==> src/rtl/fetch_pkg.sv <==
`default_nettype none
// +------------------------------------------------------------------------+
// | Package : fetch_pkg                                                    |
// | Purpose : Shared types and constants for the instruction prefetch unit |
// |           (fetch FSM state encoding, PC increment).                    |
// | Rev     : 1.0  initial release                                         |
// +------------------------------------------------------------------------+
package fetch_pkg;

  // IDLE : nothing outstanding
  // WAIT : one request outstanding, its response will be buffered
  // DROP : one request outstanding, its response will be discarded
  typedef enum logic [1:0] {
    IDLE = 2'd0,
    WAIT = 2'd1,
    DROP = 2'd2
  } fetch_state_t;

  localparam int unsigned PC_INC = 4;

endpackage
`default_nettype wire

==> src/rtl/prefetch_unit_if.sv <==
`default_nettype none
// +------------------------------------------------------------------------+
// | Interface : prefetch_unit_if                                           |
// | Purpose   : Bundles the redirect input, the instruction-memory         |
// |             request/response channel and the consumer output channel.  |
// | Modports  : master - the prefetch unit                                 |
// |             slave  - the environment (memory, consumer, branch unit)   |
// | Rev       : 1.0  initial release                                       |
// +------------------------------------------------------------------------+
interface prefetch_unit_if #(
  parameter int ADDR_W  = 32,
  parameter int INSTR_W = 32
) ();

  logic               redirect_valid;
  logic [ADDR_W-1:0]  redirect_pc;

  logic               mem_req_valid;
  logic [ADDR_W-1:0]  mem_req_addr;
  logic               mem_req_ready;
  logic               mem_rsp_valid;
  logic [INSTR_W-1:0] mem_rsp_data;

  logic               out_valid;
  logic [INSTR_W-1:0] out_instr;
  logic [ADDR_W-1:0]  out_pc;
  logic               out_ready;

  modport master (
    input  redirect_valid, redirect_pc,
    output mem_req_valid, mem_req_addr,
    input  mem_req_ready, mem_rsp_valid, mem_rsp_data,
    output out_valid, out_instr, out_pc,
    input  out_ready
  );

  modport slave (
    output redirect_valid, redirect_pc,
    input  mem_req_valid, mem_req_addr,
    output mem_req_ready, mem_rsp_valid, mem_rsp_data,
    input  out_valid, out_instr, out_pc,
    output out_ready
  );

endinterface
`default_nettype wire

==> src/rtl/fetch_fifo.sv <==
`default_nettype none
// +------------------------------------------------------------------------+
// | Module  : fetch_fifo                                                   |
// | Purpose : Small synchronous FIFO holding {pc, instruction} entries.    |
// | Ports   : clk, reset_n (async, active-low), flush (sync clear),        |
// |           push/push_data, pop, head_data, not_empty, full              |
// | Rev     : 1.0  initial release                                         |
// +------------------------------------------------------------------------+
module fetch_fifo #(
  parameter int WIDTH = 64,
  parameter int DEPTH = 4
) (
  input  wire logic             clk,
  input  wire logic             reset_n,
  input  wire logic             flush,
  input  wire logic             push,
  input  wire logic [WIDTH-1:0] push_data,
  input  wire logic             pop,
  output logic      [WIDTH-1:0] head_data,
  output logic                  not_empty,
  output logic                  full
);

  localparam int PTR_W = $clog2(DEPTH);
  localparam int CNT_W = PTR_W + 1;
  localparam logic [CNT_W-1:0] DEPTH_CNT = CNT_W'(DEPTH);

  logic [WIDTH-1:0] mem [DEPTH];
  logic [PTR_W-1:0] wr_ptr;
  logic [PTR_W-1:0] rd_ptr;
  logic [CNT_W-1:0] count;
  logic             do_push;
  logic             do_pop;

  assign not_empty = (count != '0);
  assign full      = (count == DEPTH_CNT);
  assign head_data = mem[rd_ptr];

  // A push into a full FIFO is accepted only when the head leaves in the
  // same cycle; pointers wrap naturally because DEPTH is a power of two.
  assign do_pop  = pop && not_empty;
  assign do_push = push && (!full || do_pop);

  always_ff @(posedge clk or negedge reset_n) begin
    if (!reset_n) begin
      wr_ptr <= '0;
      rd_ptr <= '0;
      count  <= '0;
      // Storage is cleared so the head reads as zero while in reset.
      for (int i = 0; i < DEPTH; i++) begin
        mem[i] <= '0;
      end
    end else if (flush) begin
      wr_ptr <= '0;
      rd_ptr <= '0;
      count  <= '0;
    end else begin
      if (do_push) begin
        mem[wr_ptr] <= push_data;
        wr_ptr      <= wr_ptr + PTR_W'(1);
      end
      if (do_pop) begin
        rd_ptr <= rd_ptr + PTR_W'(1);
      end
      case ({do_push, do_pop})
        2'b10:   count <= count + CNT_W'(1);
        2'b01:   count <= count - CNT_W'(1);
        default: count <= count;
      endcase
    end
  end

endmodule
`default_nettype wire

==> src/rtl/prefetch_unit.sv <==
`default_nettype none
// +------------------------------------------------------------------------+
// | Module  : prefetch_unit                                                |
// | Purpose : Sequential instruction prefetcher with a single outstanding  |
// |           memory request, redirect support and an in-order buffer.     |
// | Ports   : clk, reset_n (async, active-low),                            |
// |           bus (prefetch_unit_if.master): redirect, memory req/rsp,     |
// |           consumer output channel                                      |
// | Rev     : 1.0  initial release                                         |
// +------------------------------------------------------------------------+
module prefetch_unit
  import fetch_pkg::*;
#(
  parameter int                ADDR_W   = 32,
  parameter int                INSTR_W  = 32,
  parameter logic [ADDR_W-1:0] RESET_PC = '0,
  parameter int                DEPTH    = 4
) (
  input wire logic        clk,
  input wire logic        reset_n,
  prefetch_unit_if.master bus
);

  fetch_state_t          state;
  fetch_state_t          state_next;
  logic [ADDR_W-1:0]     fpc;
  logic [ADDR_W-1:0]     req_pc;
  logic                  accept;
  logic                  redirect;
  logic                  push;
  logic                  pop;
  logic                  fifo_valid;
  logic                  fifo_full;
  logic [ADDR_W+INSTR_W-1:0] head;

  assign redirect = bus.redirect_valid;

  // A request may only go out from IDLE, where no slot is reserved, so a
  // single free slot is enough. The reset gate keeps the request low while
  // reset is held (state already reads IDLE then).
  assign bus.mem_req_valid = reset_n && (state == IDLE) && !fifo_full;
  assign bus.mem_req_addr  = fpc;
  assign accept            = bus.mem_req_valid && bus.mem_req_ready;

  // Redirect outranks buffering the response and popping the head.
  assign push = (state == WAIT) && bus.mem_rsp_valid && !redirect;
  assign pop  = bus.out_ready && fifo_valid && !redirect;

  always_comb begin
    state_next = state;
    case (state)
      IDLE: if (accept) state_next = redirect ? DROP : WAIT;
      WAIT: begin
        if (bus.mem_rsp_valid)  state_next = IDLE;
        else if (redirect)      state_next = DROP;
      end
      DROP: if (bus.mem_rsp_valid) state_next = IDLE;
      default: state_next = IDLE;
    endcase
  end

  always_ff @(posedge clk or negedge reset_n) begin
    if (!reset_n) begin
      state  <= IDLE;
      fpc    <= RESET_PC;
      req_pc <= '0;
    end else begin
      state <= state_next;
      if (redirect) begin
        fpc <= bus.redirect_pc;
      end else if (accept) begin
        fpc <= fpc + ADDR_W'(PC_INC);
      end
      if (accept) begin
        req_pc <= fpc;
      end
    end
  end

  fetch_fifo #(
    .WIDTH (ADDR_W + INSTR_W),
    .DEPTH (DEPTH)
  ) u_fifo (
    .clk       (clk),
    .reset_n   (reset_n),
    .flush     (redirect),
    .push      (push),
    .push_data ({req_pc, bus.mem_rsp_data}),
    .pop       (pop),
    .head_data (head),
    .not_empty (fifo_valid),
    .full      (fifo_full)
  );

  assign bus.out_valid = fifo_valid;
  assign bus.out_pc    = head[ADDR_W+INSTR_W-1:INSTR_W];
  assign bus.out_instr = head[INSTR_W-1:0];

endmodule
`default_nettype wire

==> src/flat_wrapper.sv <==
// flat-port wrapper written by rule: the top's interface ports become plain ports
module prefetch_unit_flat import fetch_pkg::*;
#(
  parameter int                ADDR_W   = 32,
  parameter int                INSTR_W  = 32,
  parameter logic [ADDR_W-1:0] RESET_PC = '0,
  parameter int                DEPTH    = 4
)
  (clk, reset_n, bus_redirect_valid, bus_redirect_pc, bus_mem_req_valid, bus_mem_req_addr, bus_mem_req_ready, bus_mem_rsp_valid, bus_mem_rsp_data, bus_out_valid, bus_out_instr, bus_out_pc, bus_out_ready);
  prefetch_unit_if #(.ADDR_W(ADDR_W), .INSTR_W(INSTR_W)) bus_i ();
  input wire logic clk;
  input wire logic reset_n;
  input wire logic [$bits(bus_i.redirect_valid)-1:0] bus_redirect_valid;
  input wire logic [$bits(bus_i.redirect_pc)-1:0] bus_redirect_pc;
  output wire logic [$bits(bus_i.mem_req_valid)-1:0] bus_mem_req_valid;
  output wire logic [$bits(bus_i.mem_req_addr)-1:0] bus_mem_req_addr;
  input wire logic [$bits(bus_i.mem_req_ready)-1:0] bus_mem_req_ready;
  input wire logic [$bits(bus_i.mem_rsp_valid)-1:0] bus_mem_rsp_valid;
  input wire logic [$bits(bus_i.mem_rsp_data)-1:0] bus_mem_rsp_data;
  output wire logic [$bits(bus_i.out_valid)-1:0] bus_out_valid;
  output wire logic [$bits(bus_i.out_instr)-1:0] bus_out_instr;
  output wire logic [$bits(bus_i.out_pc)-1:0] bus_out_pc;
  input wire logic [$bits(bus_i.out_ready)-1:0] bus_out_ready;
  assign bus_i.redirect_valid = bus_redirect_valid;
  assign bus_i.redirect_pc = bus_redirect_pc;
  assign bus_mem_req_valid = bus_i.mem_req_valid;
  assign bus_mem_req_addr = bus_i.mem_req_addr;
  assign bus_i.mem_req_ready = bus_mem_req_ready;
  assign bus_i.mem_rsp_valid = bus_mem_rsp_valid;
  assign bus_i.mem_rsp_data = bus_mem_rsp_data;
  assign bus_out_valid = bus_i.out_valid;
  assign bus_out_instr = bus_i.out_instr;
  assign bus_out_pc = bus_i.out_pc;
  assign bus_i.out_ready = bus_out_ready;
  prefetch_unit #(.ADDR_W(ADDR_W), .INSTR_W(INSTR_W), .RESET_PC(RESET_PC), .DEPTH(DEPTH)) u_core (.clk(clk), .reset_n(reset_n), .bus(bus_i));
endmodule
==> config.mk <==
export PLATFORM = sky130hd
export DESIGN_NAME = prefetch_unit_flat
export DESIGN_NICKNAME = d
export VERILOG_FILES = /design/src/rtl/fetch_pkg.sv /design/src/rtl/prefetch_unit_if.sv /design/src/rtl/fetch_fifo.sv /design/src/rtl/prefetch_unit.sv /design/src/flat_wrapper.sv
export SDC_FILE = /design/constraint.sdc
export NUM_CORES = 1
export LEC_CHECK = 0
export BUFFER_PORTS_ARGS = -buffer_cell sky130_fd_sc_hd__buf_2
export CORE_MARGIN = 2
export CORE_UTILIZATION = 64
export DETAILED_ROUTE_END_ITERATION = 8
export PLACE_DENSITY_LB_ADDON = 0.08
export REMOVE_ABC_BUFFERS = 1
export SETUP_SLACK_MARGIN = 0.3
export SYNTH_ARGS = -nofsm -noshare
export SYNTH_HDL_FRONTEND = slang
export SYNTH_HIERARCHICAL = 1
export SYNTH_SLANG_ARGS = --single-unit
==> constraint.sdc <==
create_clock -name clk -period 4.2 [get_ports clk]
set_input_delay 0.21 -clock clk [delete_from_list [all_inputs] [get_ports clk]]
set_output_delay 0.21 -clock clk [all_outputs]
set_load 0.05 [all_outputs]
# == After elaboration in Yosys (flattened, before gate mapping) ==
# Cells that the tools add are included.
# Widths: inputs -> output; s select.
# totals
register_bits,329
latchBits,0
ram_bits,0
mem_bits_ro,0
input_bits,70
out_inout_bits,98
word_cells,70
n_memories,0
# classes
add_sub_neg,5
mul,0
n_div,0
order_cmp,3
eq_ne,8
n_shift,0
n_mux,20
bitwise,3
n_reduce_logical,21
# ops
cell,n
$bwmux 256,1
$mux 64,3
$bmux 64 s2,1
$demux 64 s2,1
$mux 32,2
$add 32x3->32 const B,1
$mux 2,9
$logic_and 1x1->1,10
$ge 3x3->1 const B,2
$not 2->3,2
$pmux 2 s3,1
$pmux 3 s2,1
$reduce_bool 2->1,3
$reduce_bool 3->1,2
$add 2x1->2 const B,2
$eq 2x1->1 const B,2
$eq 2x2->1 const B,2
$add 3x1->3 const B,1
$eq 3x3->1 const B,1
$lt 3x1->1 const B,1
$mux 3,1
$ne 3x3->1 const B,1
$reduce_and 3->1,1
$sub 3x1->3 const B,1
7 further kinds,8

# == Longest topological paths before layout ==
# depth
ltp_word,9
depth_mapped,11
depth_no_buf,8

# == Hierarchy ==
# The synthesis kept the hierarchy.
# modules_own_cells
mod,n_inst,cells_per_inst,area_per_inst_um2,seq_area_each_um2
fetch_fifo,1,678,12555.8,6581.3
prefetch_unit,1,305,3203.1,1651.6

# == Worst setup path before layout ==
# No wires, ideal clock.
# synth_path
path_kind,reg2reg
start,register u_core.u_fifo.count[0]
end,register u_core.u_fifo.count[2]
setup_time_ns,0.082
arrival_ns,3.035
required_time_ns,4.118
slack_ns,1.084
path_stages_with_launch,11
path_buffers,2
synth_period_minus_slack_ns,3.116
cell_sequence,dfrtp_1 -> buf_2 -> or3_1 -> and3_1 -> buf_2 -> o31ai_1 -> nor2_1 -> fa_1 -> or3b_2 -> or3_1 -> a31oi_1
# synth_between
elab_chain_cells,9
word_cells_on_any_way,15
cone_classes,2 x add/sub; 3 x eq/ne; 2 x mux; 8 x reduce/logical
# synth_rtl
element,line_no,source
from (decl),fetch_fifo.sv:31,logic [CNT_W-1:0] count;
from (signal assigned),fetch_fifo.sv:66,2'b10: count <= count + CNT_W'(1);
from (signal assigned),fetch_fifo.sv:67,2'b01: count <= count - CNT_W'(1);
from (signal assigned),fetch_fifo.sv:68,default: count <= count;
$reduce_bool 3->1 (*),fetch_fifo.sv:35,assign not_empty = (count != '0);
net bus_out_valid,flat_wrapper.sv:20,output wire logic [$bits(bus_i.out_valid)-1:0] bus_out_valid;
$logic_and 1x1->1 (*) (2 in a row),prefetch_unit.sv:47,assign pop = bus.out_ready && fifo_valid && !redirect;
net u_core.pop,prefetch_unit.sv:31,logic pop;
$logic_and 1x1->1 (*),fetch_fifo.sv:41,assign do_pop = pop && not_empty;
$logic_or 1x1->1,fetch_fifo.sv:42,assign do_push = push && (!full || do_pop);
$logic_and 1x1->1,fetch_fifo.sv:42,
$eq 2x1->1 or $eq 2x2->1 (tied branches),fetch_fifo.sv:65,"case ({do_push, do_pop})"
$pmux 3 s2,fetch_fifo.sv:65,
$mux 3,fetch_fifo.sv:53,end else if (flush) begin
# Mark *: on every way through the listed nets, which the timed path passes. The rest lies on a longest branch.
# A chain may end at the register's enable or synchronous reset.

# == Worst setup path in the final report ==
# layout_path
start,register u_core.u_fifo.count[0]
end,register u_core/u_fifo/mem[63] in the netlist's numbering
# layout_between
elab_chain_cells,7
word_cells_on_any_way,9
cone_classes,1 x eq/ne; 8 x reduce/logical
# layout_rtl
element,line_no,source
$reduce_bool 3->1,fetch_fifo.sv:35,
$logic_and 1x1->1 (2 in a row),prefetch_unit.sv:47,
net u_core.pop,prefetch_unit.sv:31,
$logic_and 1x1->1,fetch_fifo.sv:41,
$logic_or 1x1->1,fetch_fifo.sv:42,
$logic_and 1x1->1,fetch_fifo.sv:42,
$reduce_and 2->1 (no line),--,
"to (signal, indexed assignment)",fetch_fifo.sv:59,mem[wr_ptr] <= push_data;
to (decl),fetch_fifo.sv:28,logic [WIDTH-1:0] mem [DEPTH];
# The timed path passes the listed nets, and every way through them passes these cells.

==> flow_summary.json <==
{
  "grt_setup_unrepaired": "no",
  "clk_pin_slew_worst_paths_ns": 0.06,
  "finish.instance_area_um2": 18700,
  "first_global_vias": 9808,
  "fp.dieH_um": 161,
  "crit_chain": "or3_1 -> and3_1 -> nor4b_4 -> nor4bb_4 -> buf_4 -> mux2_2",
  "postSynth.asyncResetShare_pct": 100,
  "crit_arrival_ns": 3.38,
  "synth_edf_count": 0,
  "cpMaxStageDelayCell": "sky130_fd_sc_hd__nor4bb_4",
  "core_um2": 24200,
  "synthesis.yosys.warnings": 6,
  "htree_levels": 2,
  "number_of_maximum_capacitance_constraint_violations": 0,
  "route.detailed.drc": 0,
  "drive_above_1_share_pct": 49.8,
  "insertion_delay_to_the_later_sink_of_the_worst_skew_pair_ns": 0.52,
  "synth_seq_area_share_pct": 52.2,
  "vdd_drop_max_mv": 0.395,
  "worst_hold_path.num_cells": 3,
  "areaGrowthSynthToFinish_pct": 18.7,
  "setup_total_negative_slack_ns": 0,
  "syn_area_per_cell_um2": 16.0,
  "r2r_setup_slack_ns": 1.22,
  "antenna_found_initial": 0,
  "maximum_number_of_pins_on_one_net_before_global_route_repair": 75,
  "dominantRegCellSynth": "sky130_fd_sc_hd__dfrtp_1",
  "critical_path.max_fanout": 10,
  "ios": 168,
  "cts_tree": "yes",
  "place_inst": 1431,
  "cts-resized-gates": 0,
  "reg2regPathDepth": 6,
  "dieArea_um2": 25900,
  "start_kind": "register",
  "postSynthCellCount": 983,
  "initial_core_util_pct": 65.0,
  "timing.hold.worst_endpoint": "u_core/bus.mem_req_addr[17]",
  "worst-setup-path-type": "reg2reg",
  "fillerInstances": 1420,
  "grt_first_pass_wirelength_mm": 55.7,
  "number_of_synthesized_register_bits": 329,
  "worst_slew_pin_slew_ns": 0.933,
  "critical_path.reg2reg.startpoint": "u_core/u_fifo/count[0]",
  "track_usage_pct": 27.2,
  "final_period_util_pct": 70.9,
  "die_width_um": 161,
  "p_leak_nw": 8.64,
  "placed_cell_area_um2": 16800,
  "port-buffer-count": 167,
  "num-nets-final": 1284,
  "final.setup_skew_ns": 0.0200,
  "final-setup-viol-count": 0,
  "timing.rr.end": "u_core/u_fifo/mem[63]",
  "final-hold-violation-count": 0,
  "place.detailed.hpwl_mm": 20.2,
  "timing.critical_path.slowest_cell_delay_ns": 0.80,
  "antenna-diode-count": 0,
  "clock_sinks": 329,
  "rows": 57,
  "finish.cell_count_without_fillers": 1556,
  "yosysUniqueCellTypes": 51,
  "synthTopCellsByCount": "sky130_fd_sc_hd__dfrtp_1 (329), sky130_fd_sc_hd__mux2_4 (240), sky130_fd_sc_hd__mux4_2 (64), sky130_fd_sc_hd__mux2_2 (46), sky130_fd_sc_hd__nand2_1 (30)",
  "drtAntennaViolNets": 0,
  "yosys.cell_count.top_type": "sky130_fd_sc_hd__dfrtp_1",
  "maxSlewHeadroom_pct": 37.8,
  "synth.area.top_cells": "sky130_fd_sc_hd__dfrtp_1 (52%), sky130_fd_sc_hd__mux2_4 (23%), sky130_fd_sc_hd__mux4_2 (9.1%), sky130_fd_sc_hd__mux2_2 (3.3%), sky130_fd_sc_hd__buf_6 (1.9%)",
  "worst_hold_startpoint": "bus_redirect_pc[17]",
  "min-delay-path-class": "in2reg",
  "cts-root-buf": "sky130_fd_sc_hd__clkbuf_16",
  "route.detailed.vias_per_inst": 6.06,
  "maxClockFrequency_ghz": 0.336,
  "cp-end-kind": "register",
  "outcome": "finished, final reports clean",
  "globalplace.congestion": 0.801,
  "vias": 9423,
  "synth_top_cell_area_share_pct": 52.2,
  "cts_inserted_buffers": 36,
  "totalWireLength_mm": 34.1,
  "drv_slew": 0,
  "netlist_area_um2": 15800,
  "grt.overflow.total": 0,
  "power-per-cell-area_nw_per_um2": 466,
  "yosys.area.top_type": "sky130_fd_sc_hd__dfrtp_1",
  "finalWorstPathRequiredPeriod_ns": 2.98,
  "worst_ep_required_time_ns": 4.60,
  "drt_first_pass_iters": 5,
  "first_iter_violations": 697,
  "avgRoutedWirePerCell_um": 21.9,
  "clockBufferDepth": 3
}
## worst max-delay path by stage
stage,from,endpoint,slack [ns],cells past startpoint
2_1_floorplan,u_core/u_fifo/count[0],u_core/u_fifo/mem[0],-8.06,5
3_3_place_gp,u_core/u_fifo/count[1],u_core/u_fifo/count[2],1.37,8
3_5_place_dp,u_core/u_fifo/count[0],u_core/u_fifo/mem[63],1.31,6
4_1_cts,u_core/u_fifo/count[0],u_core/u_fifo/count[2],1.27,8
5_1_grt,u_core/u_fifo/count[0],u_core/u_fifo/mem[63],1.10,6
6_report,u_core/u_fifo/count[0],u_core/u_fifo/mem[63],1.22,6
## final cells by class
class | count | area, µm² | area share [%]
repair buffers | 252 | 1700 | 9.11
clock buffers | 47 | 1050 | 5.64
inverters | 12 | 45.0 | 0.241
well taps | 324 | 405 | 2.17
multi-input cells | 577 | 7080 | 37.8
flip-flops and latches | 329 | 8240 | 44.0
clock inverters | 15 | 179 | 0.956
## state kept, by name, indices dropped and copies added (netlist names)
| name | count |
|---|---|
| u_core/u_fifo/rd_ptr | 2 |
| u_core/req_pc | 32 |
| u_core/u_fifo/mem | 256 |
| u_core/u_fifo/count | 3 |
| u_core/state | 2 |
| u_core/u_fifo/wr_ptr | 2 |
| u_core/bus.mem_req_addr | 32 |
## where the power goes
part	switching [W]	leakage, nW	internal, W
registers	0.000281	4.39	0.00345
logic	0.00107	3.64	0.000671
clock network	0.00128	0.613	0.00196
## placed cells by master, fill, tap and decap left out, types with 3 or more instances in the layout
master and instances:
sky130_fd_sc_hd__a31oi_1 20, sky130_fd_sc_hd__and3_1 4, sky130_fd_sc_hd__buf_12 5, sky130_fd_sc_hd__buf_2 166, sky130_fd_sc_hd__buf_4 17, sky130_fd_sc_hd__bufinv_16 3
sky130_fd_sc_hd__clkbuf_16 38, sky130_fd_sc_hd__clkbuf_8 7, sky130_fd_sc_hd__clkinv_2 8, sky130_fd_sc_hd__dfrtp_1 327, sky130_fd_sc_hd__dlygate4sd3_1 63, sky130_fd_sc_hd__ha_1 5
sky130_fd_sc_hd__inv_1 11, sky130_fd_sc_hd__mux2_2 46, sky130_fd_sc_hd__mux2_4 240, sky130_fd_sc_hd__mux4_2 64, sky130_fd_sc_hd__nand2_1 29, sky130_fd_sc_hd__nand3_1 14
sky130_fd_sc_hd__nand4_1 9, sky130_fd_sc_hd__nor2_1 27, sky130_fd_sc_hd__nor4_1 3, sky130_fd_sc_hd__nor4bb_4 4, sky130_fd_sc_hd__o211ai_1 4, sky130_fd_sc_hd__o21ai_0 16
sky130_fd_sc_hd__o31ai_1 18, sky130_fd_sc_hd__or3_1 7, sky130_fd_sc_hd__or4_1 21, sky130_fd_sc_hd__xnor2_1 5, sky130_fd_sc_hd__xor2_1 5
## critical path: cells and delay by family (launching register included)
family | cells | cell delay, ns
flip-flops | 1 | 0.57
multiplexers | 1 | 0.36
buffers and inverters | 1 | 0.38
AND/OR/NAND/NOR | 4 | 1.55
## cells by family (layout without fill, tap and decap cells)
logic type / Yosys count / in the layout / share of synthesized area, %
compound gates: 68 / 68 / 2.85
xor+xnor: 10 / 10 / 0.556
fa+ha+maj: 6 / 6 / 0.524
buf+inv: 77 / 326 / 3.23
flops: 329 / 329 / 52.2
mux: 352 / 352 / 35.4
simple gates: 141 / 141 / 5.17
## through the flow
| stage | util (%) | worst slack (ns) | total power (W) | hold WS (ns) |
|---|---|---|---|---|
| floorplan | - | -8.06 | 0.00499 | -0.0856 |
| global placement | 69.5 | 1.37 | 0.00544 | 0.107 |
| detailed placement | 69.5 | 1.31 | 0.00548 | 0.108 |
| CTS | 77.2 | 1.27 | 0.00879 | 0.000943 |
| global route | 77.2 | 1.10 | 0.00905 | 0.0237 |
| finish | 77.2 | 1.22 | 0.00872 | 0.0158 |
## per-layer routing
metal / routed length [µm] / global-route usage, % / part of all wire [%]
met3: 1830 / 4.73 / 5.4
met4: 591 / 6.17 / 1.7
met5: 0 / 0 / 0
met2: 16100 / 42.3 / 47
met1: 15500 / 40.9 / 46
## what timing repair did
item,CTS,global route
buffers inserted,0,0
hold endpoints to repair,192,0
hold buffers,63,0
(Power assumes the default switching activity.)
